<file path="src/rtl/scmp_useq_pkg.sv">
// scmp_useq_pkg: shared types and default widths for the SC/MP microcode
// sequencer and the microcode ROM field decode that feeds it.
package scmp_useq_pkg;

  localparam int UPC_W_DEF   = 8;
  localparam int COND_W_DEF  = 4;
  localparam int DISP_W_DEF  = 8;
  localparam int STACK_D_DEF = 2;

  // Sequencing op carried in every microword.
  typedef enum logic [2:0] {
    SEQ_NEXT     = 3'd0,
    SEQ_JREL     = 3'd1,
    SEQ_START    = 3'd2,
    SEQ_DISPATCH = 3'd3,
    SEQ_CALL     = 3'd4,
    SEQ_RET      = 3'd5,
    SEQ_JABS     = 3'd6,
    SEQ_RSVD     = 3'd7
  } seq_op_t;

  // Sequencing fields of one microword, as produced by the ROM field decode.
  typedef struct packed {
    seq_op_t                op;
    logic [DISP_W_DEF-1:0]  disp;
    logic [COND_W_DEF-1:0]  cond_mask;
    logic [COND_W_DEF-1:0]  cond_xor;
    logic                   wait_rdy;
  } useq_fields_t;

endpackage

</file>
<file path="src/rtl/scmp_useq_stack.sv">
// scmp_useq_stack: small LIFO of return addresses. Entry 0 is the top of
// stack; a push shifts every entry one slot deeper, so on a full push the
// deepest (oldest) entry falls off the end. Slots at or below the current
// count always hold zero.
module scmp_useq_stack #(
  parameter int  W     = 8,
  parameter int  D     = 2,
  localparam int CNT_W = $clog2(D + 1)
) (
  input  logic             clk,
  input  logic             rst,
  input  logic             push,
  input  logic             pop,
  input  logic [W-1:0]     push_data,
  output logic [W-1:0]     top,
  output logic             full,
  output logic             empty,
  output logic [CNT_W-1:0] count
);

  localparam logic [CNT_W-1:0] FULL_CNT = CNT_W'(D);

  logic [W-1:0]     mem_q [D];
  logic [W-1:0]     mem_d [D];
  logic [CNT_W-1:0] cnt_q;
  logic [CNT_W-1:0] cnt_d;

  assign top   = mem_q[0];
  assign full  = (cnt_q == FULL_CNT);
  assign empty = (cnt_q == '0);
  assign count = cnt_q;

  // Next entries and count: push shifts down (saturating count), pop shifts up.
  always_comb begin
    mem_d = mem_q;
    cnt_d = cnt_q;
    if (push) begin
      for (int i = D - 1; i > 0; i--) begin
        mem_d[i] = mem_q[i-1];
      end
      mem_d[0] = push_data;
      if (!full) begin
        cnt_d = cnt_q + CNT_W'(1);
      end
    end else if (pop && !empty) begin
      for (int i = 0; i < D - 1; i++) begin
        mem_d[i] = mem_q[i+1];
      end
      mem_d[D-1] = '0;
      cnt_d      = cnt_q - CNT_W'(1);
    end
  end

  // Entry and count registers.
  always_ff @(posedge clk or posedge rst) begin
    if (rst) begin
      for (int i = 0; i < D; i++) begin
        mem_q[i] <= '0;
      end
      cnt_q <= '0;
    end else begin
      mem_q <= mem_d;
      cnt_q <= cnt_d;
    end
  end

endmodule

</file>
<file path="src/rtl/scmp_useq.sv">
// scmp_useq: SC/MP microcode sequencer. Produces the registered microcode
// address upc from the current microword's sequencing fields, condition
// inputs, opcode dispatch address and the bus wait handshake.
// Build option SCMP_USEQ_STACK_EN: when defined, a STACK_D-deep call stack
// with sticky overflow/underflow flags; otherwise a single return register
// and both flags tied low.
// stk_cnt is a debug view of the call stack fill level (0 without the stack).
module scmp_useq
  import scmp_useq_pkg::*;
#(
  parameter int  UPC_W   = UPC_W_DEF,
  parameter int  COND_W  = COND_W_DEF,
  parameter int  DISP_W  = DISP_W_DEF,
  parameter int  STACK_D = STACK_D_DEF,
  localparam int CNT_W   = $clog2(STACK_D + 1)
) (
  input  logic              clk,
  input  logic              rst,
  input  logic [COND_W-1:0] cond_in,
  input  logic [UPC_W-1:0]  dispatch_addr,
  input  logic              bus_rdy,
  input  logic [2:0]        seq_op,
  input  logic [DISP_W-1:0] seq_disp,
  input  logic [COND_W-1:0] seq_cond_mask,
  input  logic [COND_W-1:0] seq_cond_xor,
  input  logic              seq_wait,
  output logic [UPC_W-1:0]  upc,
  output logic              stall,
  output logic              stk_ovf,
  output logic              stk_unf,
  output logic [CNT_W-1:0]  stk_cnt
);

  logic [UPC_W-1:0] upc_q;
  logic [UPC_W-1:0] upc_d;
  logic [UPC_W-1:0] upc_inc;
  logic [UPC_W-1:0] upc_rel;
  logic [UPC_W-1:0] ret_addr;
  logic             ret_empty;
  logic             cond;
  logic             call_fire;
  seq_op_t          op;

  assign op  = seq_op_t'(seq_op);
  assign upc = upc_q;

  // Wait handshake: a microword with seq_wait=1 is held (stall=1) on every
  // edge where bus_rdy=0 and advances on the first edge with bus_rdy=1.
  // bus_rdy is a don't-care whenever seq_wait=0. A stalled cycle changes
  // no state at all (no upc change, no push or pop, no flag update).
  assign stall = seq_wait & ~bus_rdy;

  // An empty mask gives cond=0; cond_xor flips the polarity per source.
  assign cond = |((cond_in ^ seq_cond_xor) & seq_cond_mask);

  // Sign-extending seq_disp and then reducing modulo 2^UPC_W keeps only
  // its low UPC_W bits, so the relative target is a plain truncated add.
  assign upc_inc = upc_q + UPC_W'(1);
  assign upc_rel = upc_q + seq_disp[UPC_W-1:0];

`ifdef SCMP_USEQ_STACK_EN
  logic             ret_fire;
  logic             stk_full;
  logic             stk_empty;
  logic [UPC_W-1:0] stk_top;
  logic             ovf_q;
  logic             ovf_d;
  logic             unf_q;
  logic             unf_d;
`else
  logic [UPC_W-1:0] ret_q;
  logic [UPC_W-1:0] ret_d;
`endif

  // Next microaddress: stall holds, a true condition skips, else seq_op.
  always_comb begin
    upc_d     = upc_q;
    call_fire = 1'b0;
`ifdef SCMP_USEQ_STACK_EN
    ret_fire  = 1'b0;
`endif
    if (stall) begin
      upc_d = upc_q;
    end else if (cond) begin
      upc_d = upc_inc;
    end else begin
      case (op)
        SEQ_NEXT:     upc_d = upc_inc;
        SEQ_JREL:     upc_d = upc_rel;
        SEQ_DISPATCH: upc_d = dispatch_addr;
        SEQ_CALL: begin
          call_fire = 1'b1;
          upc_d     = upc_rel;
        end
        SEQ_RET: begin
`ifdef SCMP_USEQ_STACK_EN
          ret_fire = 1'b1;
`endif
          upc_d    = ret_empty ? '0 : ret_addr;
        end
        SEQ_JABS:     upc_d = seq_disp[UPC_W-1:0];
        // START and the reserved encoding both restart at microaddress 0.
        default:      upc_d = '0;
      endcase
    end
  end

  // Microaddress register.
  always_ff @(posedge clk or posedge rst) begin
    if (rst) begin
      upc_q <= '0;
    end else begin
      upc_q <= upc_d;
    end
  end

`ifdef SCMP_USEQ_STACK_EN
  scmp_useq_stack #(
    .W (UPC_W),
    .D (STACK_D)
  ) u_stack (
    .clk       (clk),
    .rst       (rst),
    .push      (call_fire),
    .pop       (ret_fire),
    .push_data (upc_inc),
    .top       (stk_top),
    .full      (stk_full),
    .empty     (stk_empty),
    .count     (stk_cnt)
  );

  assign ret_addr  = stk_top;
  assign ret_empty = stk_empty;

  // Sticky flags: only rst clears them.
  always_comb begin
    ovf_d = ovf_q | (call_fire & stk_full);
    unf_d = unf_q | (ret_fire & stk_empty);
  end

  // Flag registers.
  always_ff @(posedge clk or posedge rst) begin
    if (rst) begin
      ovf_q <= 1'b0;
      unf_q <= 1'b0;
    end else begin
      ovf_q <= ovf_d;
      unf_q <= unf_d;
    end
  end

  assign stk_ovf = ovf_q;
  assign stk_unf = unf_q;
`else
  // Single return register: every CALL overwrites it, RET always uses it.
  always_comb begin
    ret_d = call_fire ? upc_inc : ret_q;
  end

  // Return register.
  always_ff @(posedge clk or posedge rst) begin
    if (rst) begin
      ret_q <= '0;
    end else begin
      ret_q <= ret_d;
    end
  end

  assign ret_addr  = ret_q;
  assign ret_empty = 1'b0;
  assign stk_ovf   = 1'b0;
  assign stk_unf   = 1'b0;
  assign stk_cnt   = '0;
`endif

endmodule

</file>
<file path="config.mk">
export PLATFORM = sky130hd
export DESIGN_NAME = scmp_useq
export DESIGN_NICKNAME = d
export VERILOG_FILES = /design/src/rtl/scmp_useq_pkg.sv /design/src/rtl/scmp_useq_stack.sv /design/src/rtl/scmp_useq.sv
export SDC_FILE = /design/constraint.sdc
export NUM_CORES = 1
export LEC_CHECK = 0
export ABC_AREA = 0
export CAP_MARGIN = 20
export CORE_UTILIZATION = 45
export DETAILED_ROUTE_END_ITERATION = 10
export PLACE_DENSITY = 0.79
export SYNTH_ARGS = -nofsm -noshare
export SYNTH_HDL_FRONTEND = slang
export SYNTH_SLANG_ARGS = --single-unit
</file>
<file path="constraint.sdc">
create_clock -name clk -period 6 [get_ports clk]
set_clock_uncertainty 0.1 [all_clocks]
set_input_delay 1.2 -clock clk [delete_from_list [all_inputs] [get_ports clk]]
set_output_delay 1.2 -clock clk [all_outputs]
set_load 0.01 [all_outputs]
</file>
Word-level counts from Yosys, hierarchy flattened:

Index checks and enable logic that the tools add are counted.

* flip-flop bits (word level): 16
* latch bits: 0
* bits in writable memories: 0
* bits in read-only memories: 0
* input port bits: 35
* output and inout port bits: 13
* word-level logic and storage cells: 21
* memories kept: 0

* $add $sub $neg: 2
* multipliers: 0
* divide/modulo/power cells: 0
* $lt $le $gt $ge: 0
* equality and inequality tests: 5
* shift-type cells: 0
* multiplexer cells: 5
* bitwise operators: 4
* reductions and logical operators: 3

Operator list (number)
* 8-bit one-hot mux with 5 select lines: 1
* 3-bit == test (second input constant): 3
* 8-bit by 1-bit adder with 8-bit output (second input constant): 1
* 8-bit adder: 1
* 8-bit 2-to-1 mux: 1
* 4-bit AND: 1
* 4-bit OR reduction: 1
* 4-bit bitwise XOR: 1
* 3-bit by 1-bit == test with 1-bit output (second input constant): 1
* 3-bit by 2-bit == test with 1-bit output (second input constant): 1
* 3-bit logical NOT: 1
* 1-bit 2-to-1 mux: 3
* 2-bit OR reduction: 1
* 1-bit AND: 1
* 1-bit inverter: 1

Depth between registers and ports, before layout:

Gate-level depths: netlist of the first run.

* word-level depth: 5
* depth in mapped cells: 7
* gate-level depth less buffers: 7

Worst setup path after synthesis of the first run:

OpenSTA, ideal clock, no wires.

* path type: input to output
* start: input bus_rdy
* end: output stall
* arrival: 1.618 ns
* required time: 4.700 ns
* slack: 3.082 ns
* stages on the path: 2
* path through: nand2b_1 > inv_1

* word-level cells in the longest chain between the ends: 2

RTL lines
* start, declared: line scmp_useq.sv:21 `input logic bus_rdy,`
* 1-bit inverter: line scmp_useq.sv:51 `assign stall = seq_wait & ~bus_rdy;`
* 1-bit AND: line scmp_useq.sv:51
* end, declared: line scmp_useq.sv:28 `output logic stall,`

No other way between the ends.

Worst setup path after layout of the first run:

Same ends and word-level chain as after synthesis.

==> results of run 1 <==
[cell families (layout without fill, tap and decap cells)]
family	count (synthesis)	count (layout)	synth area share, %
AO/OA/AOI/OAI	64	64	29.7
AND/OR/NAND/NOR	60	60	20.7
buffers and inverters	17	54	5.53
flip-flops	16	16	24.6
XOR/XNOR	12	12	6.46
adder cells (fa/ha/maj)	9	9	7.38
multiplexers	8	8	5.38
other	1	4	0.230
[routing by layer]
| layer | routed length (um) | up-vias |
|---|---|---|
| met5 | 0 | - |
| met4 | 40 | 0 |
| met3 | 291 | 4 |
| met2 | 1980 | 65 |
| met1 | 1840 | 732 |
| li1 | - | 793 |
[critical path: cells and delay by family]
family	cells	cell delay, ns
and+or+nand+nor	1	0.43
buffers and inverters	3	1.25
[area by class of cell]
| type | instances | area share (%) |
|---|---|---|
| Clock buffer | 4 | 1.73 |
| Inverter | 7 | 1.25 |
| Multi-Input combinational cell | 157 | 54.7 |
| Sequential cell | 16 | 19.1 |
| Tap cell | 46 | 2.74 |
| Timing Repair Buffer | 43 | 20.5 |
[cell usage after synthesis (all sizes together) (3+ instances only)]
master  count  share of area, %
o21ai      12               3.7
a211oi      3               1.7
nor3        5               1.5
mux2        6               4.2
buf         8               3.5
o211ai      3               1.4
nand3       7               2.9
and3        4               1.5
a22o        8               4.3
inv         7               1.6
xor2        8               4.3
nor2       11               2.5
ha          8               6.1
a21oi       9               2.8
dfrtp      16                25
nand2      13               3.0
nor2b       4               1.5
or3         5               1.9
a31oi       7               2.7
a22oi       5               4.0
a21o        4               1.8
xnor2       4               2.2
[power by group]
part / switching [W] / leakage (nW) / total, W / internal, W
clock network: 0.0000341 / 0.0210 / 0.0000711 / 0.0000370
registers: 0.0000643 / 0.196 / 0.000217 / 0.000153
logic: 0.000172 / 0.671 / 0.000352 / 0.000180
[stage by stage]
step / area, um2 / hold slack (ns) / util [%]
after floorplan: 1640 / 0.365 / -
after global placement: 2060 / 0.386 / 60.9
after detailed placement: 2060 / 0.395 / 60.9
after CTS: 2100 / 0.417 / 61.9
after global routing: 2100 / 0.439 / 61.9
final: 2100 / 0.410 / 61.9
[sequential cells by signal, summed over array words and instances, names as in the netlist]
register  count
upc           8
ret_addr      8
[final timing paths]
kind | endpoint | slack (ns) | depth (start not counted)
hold / removal | ret_addr[1] | 0.41 | 1
setup reg to reg | upc[6] | 3.62 | 7
max in group asynchronous | upc[6] | 4.25 | 2
hold reg to reg | ret_addr[1] | 0.41 | 1
min in group asynchronous | ret_addr[2] | 1.16 | 2
setup / recovery | stall | 1.82 | 4
==> results.yml, run 1 <==
timing:
  fin_crit_sh_pct: 69.7
  layout_min_cycle_time_ns: 4.18
  finalHoldViolCount: 0
  setup_violations: 0
  fmaxAchievable_mhz: 239
  maxSlewViolCount: 0
  worst_slack_ns: 1.82
  setup_tns_ns: 0
  rsz0062_at_grt: "no"
  worst_pin_slew_ns: 0.853
  slew_headroom_pct: 42.9
grt:
  grt_pass1_vias: 1515
  gr-usage-met2_pct: 38.9
  grt_pass1_wl_mm: 6.90
  busiest_layer: "met2"
  use_met3_pct: 5.33
  grt_use_met1_pct: 28.2
  grt-ovfl-total: 0
  grt_max_degree: 23
  track_usage_pct: 22.5
  antenna_found_initial: 0
worst_setup_path:
  path_class: "primary input to output pin"
  critPathLaunchType: "primary input"
  cp_max_fo: 13
  crit_path_end_kind: "output pin"
  reg2reg_from: "upc[0]"
  cp-startpoint: "bus_rdy"
  path_cells: "clkdlybuf4s50_1 > nand2b_1 > inv_1 > clkdlybuf4s50_1"
  crit_required_ns: 4.70
  arrival_ns: 2.88
  crit_slowest_cell: "clkdlybuf4s50_1"
  crit_top_cell: "clkdlybuf4s50_1"
  cp_slowest_stage_delay_ns: 0.54
synth:
  ys_async_sr_fraction_pct: 100
  yosysWarnings: 0
  seq_area_frac_synth_pct: 24.6
  syn_area_per_cell_um2: 8.70
  synth_ff_type: "dfrtp_1"
  synth_edf_count: 0
  syn-cell-area_um2: 1630
  netlist_instances: 187
  synth-seq-cells: 16
  synth.distinct_cells: 55
routing:
  wire_per_inst_um: 15.2
  drc: 0
  num_vias: 1594
  drtPass1Iterations: 4
  via_per_inst: 5.84
  ant_nets: 0
  routed_wl_mm: 4.15
  initialDrtViolationCount: 68
cells_and_area:
  final_cells: 273
  multi_input_area_um2: 1150
  syn_to_final_growth_pct: 29.0
  final_cell_mix: "clkdlybuf4s50_1, dfrtp_1, nand2_1, nor2_1, a21oi_1"
  fillers: 305
  antennaDiodeCount: 0
  register_area_um2: 400
  final_layout_size_suffix_gt1_share_pct: 6.17
  final_common_cell: "clkdlybuf4s50_1"
  fin_nets: 272
clock_network:
  cts.reportedPaths.clkPinSlew_ns: 0.09
  cts_tree: "built"
  numCtsBuffers: 3
  clockRootBuffer: "clkbuf_4"
  cts.repair.resized: 0
  clkLatencyLatePin_ns: 0.29
  clock_sinks: 16
  cts_hold_buf: 0
  post_cts_buffers: 0
  h-tree-depth: 1
  clockBufferDepth: 2
die:
  row_count: 21
  core_um2: 3390
  die-area_um2: 3860
  num_io_pins: 48
  initial_core_util_pct: 48.0
  fp.dieW_um: 62.1
  die_h_um: 62.1
place:
  dp_hpwl_mm: 3.28
  dp_slack_ns: 1.83
  gp_congestion: 0.882
  portBuffers: 43
  dp.cells: 269
status:
  outcome: "finished clean"
power:
  power_density_nw_per_um2: 305
  power_w: 0.000641
  power.leakage_nw: 0.888
  max-vdd-ir-drop_mv: 0.230
hold_path:
  worstHoldStart: "ret_addr[1]"
  hold_path_class: "flop to flop"
flow_run:
  cap_violations: 0
Power figures use the tool's default switching activity.
==> run 2: changes to the inputs <==
Clock period 6 ns to 4.35 ns, I/O delays scaled along.
==> results.yml, run 2 (same netlist as run 1, synthesis figures left out) <==
worst_setup_path:
  crit_required_ns: 3.38
  crit_path_end_kind: "output pin"
  path_class: "primary input to output pin"
  critPathLaunchType: "primary input"
  cp_max_fo: 13
  arrival_ns: 2.52
cells_and_area:
  antennaDiodeCount: 0
  fillers: 298
  final_layout_size_suffix_gt1_share_pct: 6.58
  syn_to_final_growth_pct: 29.4
  register_area_um2: 400
  final_common_cell: "clkdlybuf4s50_1"
  multi_input_area_um2: 1150
  fin_nets: 273
  final_cell_mix: "clkdlybuf4s50_1, dfrtp_1, nand2_1, nor2_1, a21oi_1"
clock_network:
  post_cts_buffers: 0
  cts_hold_buf: 0
  clkLatencyLatePin_ns: 0.29
  clock_sinks: 16
  cts.repair.resized: 0
  h-tree-depth: 1
  numCtsBuffers: 3
  cts.reportedPaths.clkPinSlew_ns: 0.09
  clockRootBuffer: "clkbuf_4"
  clockBufferDepth: 2
  cts_tree: "built"
timing:
  worst_pin_slew_ns: 0.603
  setup_tns_ns: 0
  layout_min_cycle_time_ns: 3.49
  fmaxAchievable_mhz: 287
  slew_headroom_pct: 59.7
  fin_crit_sh_pct: 80.2
  maxSlewViolCount: 0
  worst_hold_slack_ns: 0.405
  setup_violations: 0
  finalHoldViolCount: 0
  rsz0062_at_grt: "no"
die:
  die_h_um: 62.1
  die-area_um2: 3860
  fp.dieW_um: 62.1
  row_count: 21
  initial_core_util_pct: 48.0
  num_io_pins: 48
  core_um2: 3390
routing:
  via_per_inst: 6.04
  ant_nets: 0
  initialDrtViolationCount: 95
  num_vias: 1656
  wire_per_inst_um: 15.6
  drtPass1Iterations: 5
  drc: 0
  routed_wl_mm: 4.27
place:
  portBuffers: 43
  gp_congestion: 0.893
  dp_hpwl_mm: 3.38
grt:
  grt_pass1_vias: 1584
  grt_max_degree: 18
  grt_pass1_wl_mm: 7.41
  antenna_found_initial: 0
  gr-usage-met2_pct: 39.4
  use_met3_pct: 4.23
  grt_use_met1_pct: 31.7
  track_usage_pct: 23.8
  grt-ovfl-total: 0
  busiest_layer: "met2"
power:
  max-vdd-ir-drop_mv: 0.346
  power.leakage_nw: 0.892
  power_density_nw_per_um2: 421
status:
  outcome: "finished clean"
flow_run:
  cap_violations: 0
hold_path:
  hold_path_class: "flop to flop"
-- run 2: changes by cell type in the layout (fill, tap and decap cells not counted), sizes merged --
cell  delta
buf      +1
-- run 2: worst paths after layout --
check,startpoint,end,slack (ns),cells after the start
worst max register to register,upc[0],upc[6],1.92,7
min in group asynchronous,rst,ret_addr[4],0.84,2
worst min-delay path,ret_addr[1],ret_addr[1],0.40,1
max in group asynchronous,rst,upc[1],2.92,2
worst min register to register,ret_addr[1],ret_addr[1],0.40,1
worst max-delay path,bus_rdy,stall,0.86,4
-- run 2: layer usage --
| metal | share of wire [%] | wire length (um) |
|---|---|---|
| met5 | 0 | 0 |
| met4 | 2.5 | 107 |
| met3 | 6.7 | 285 |
| met2 | 48 | 2040 |
| met1 | 43 | 1830 |
-- run 2: layout make-up --
| class | count | share of cell area, % |
|---|---|---|
| repair buffers | 44 | 20.8 |
| flip-flops and latches | 16 | 19.0 |
| clock buffers | 4 | 1.72 |
| multi-input cells | 157 | 54.5 |
| inverters | 7 | 1.25 |
| well taps | 46 | 2.73 |
-- run 2: stage by stage --
stage | instance area (um2) | cells | total power [W] | util (%) | worst slack [ns]
final | 2110 | 274 | 0.000886 | 62.2 | 0.861
after global routing | 2110 | 274 | 0.000962 | 62.2 | 0.731
after CTS | 2110 | 274 | 0.000888 | 62.2 | 0.827
after detailed placement | 2070 | 270 | 0.000787 | 61.1 | 0.839
after global placement | 2070 | 270 | 0.000780 | 61.1 | 0.871
after floorplan | 1640 | 190 | 0.000606 | - | 1.77
-- run 2: report_power, final --
part / total (W) / leakage (nW) / internal, W / switching (W)
combinational: 0.000488 / 0.676 / 0.000250 / 0.000238
clock: 0.0000982 / 0.0210 / 0.0000510 / 0.0000471
sequential: 0.000300 / 0.196 / 0.000211 / 0.0000893
total: 0.000886 / 0.892 / 0.000512 / 0.000374
-- run 2: worst max-delay path, cell delays in order --
cell	delay, ns
clkdlybuf4s50_1	0.44
nand2b_1	0.42
inv_1	0.25
clkdlybuf4s50_1	0.53
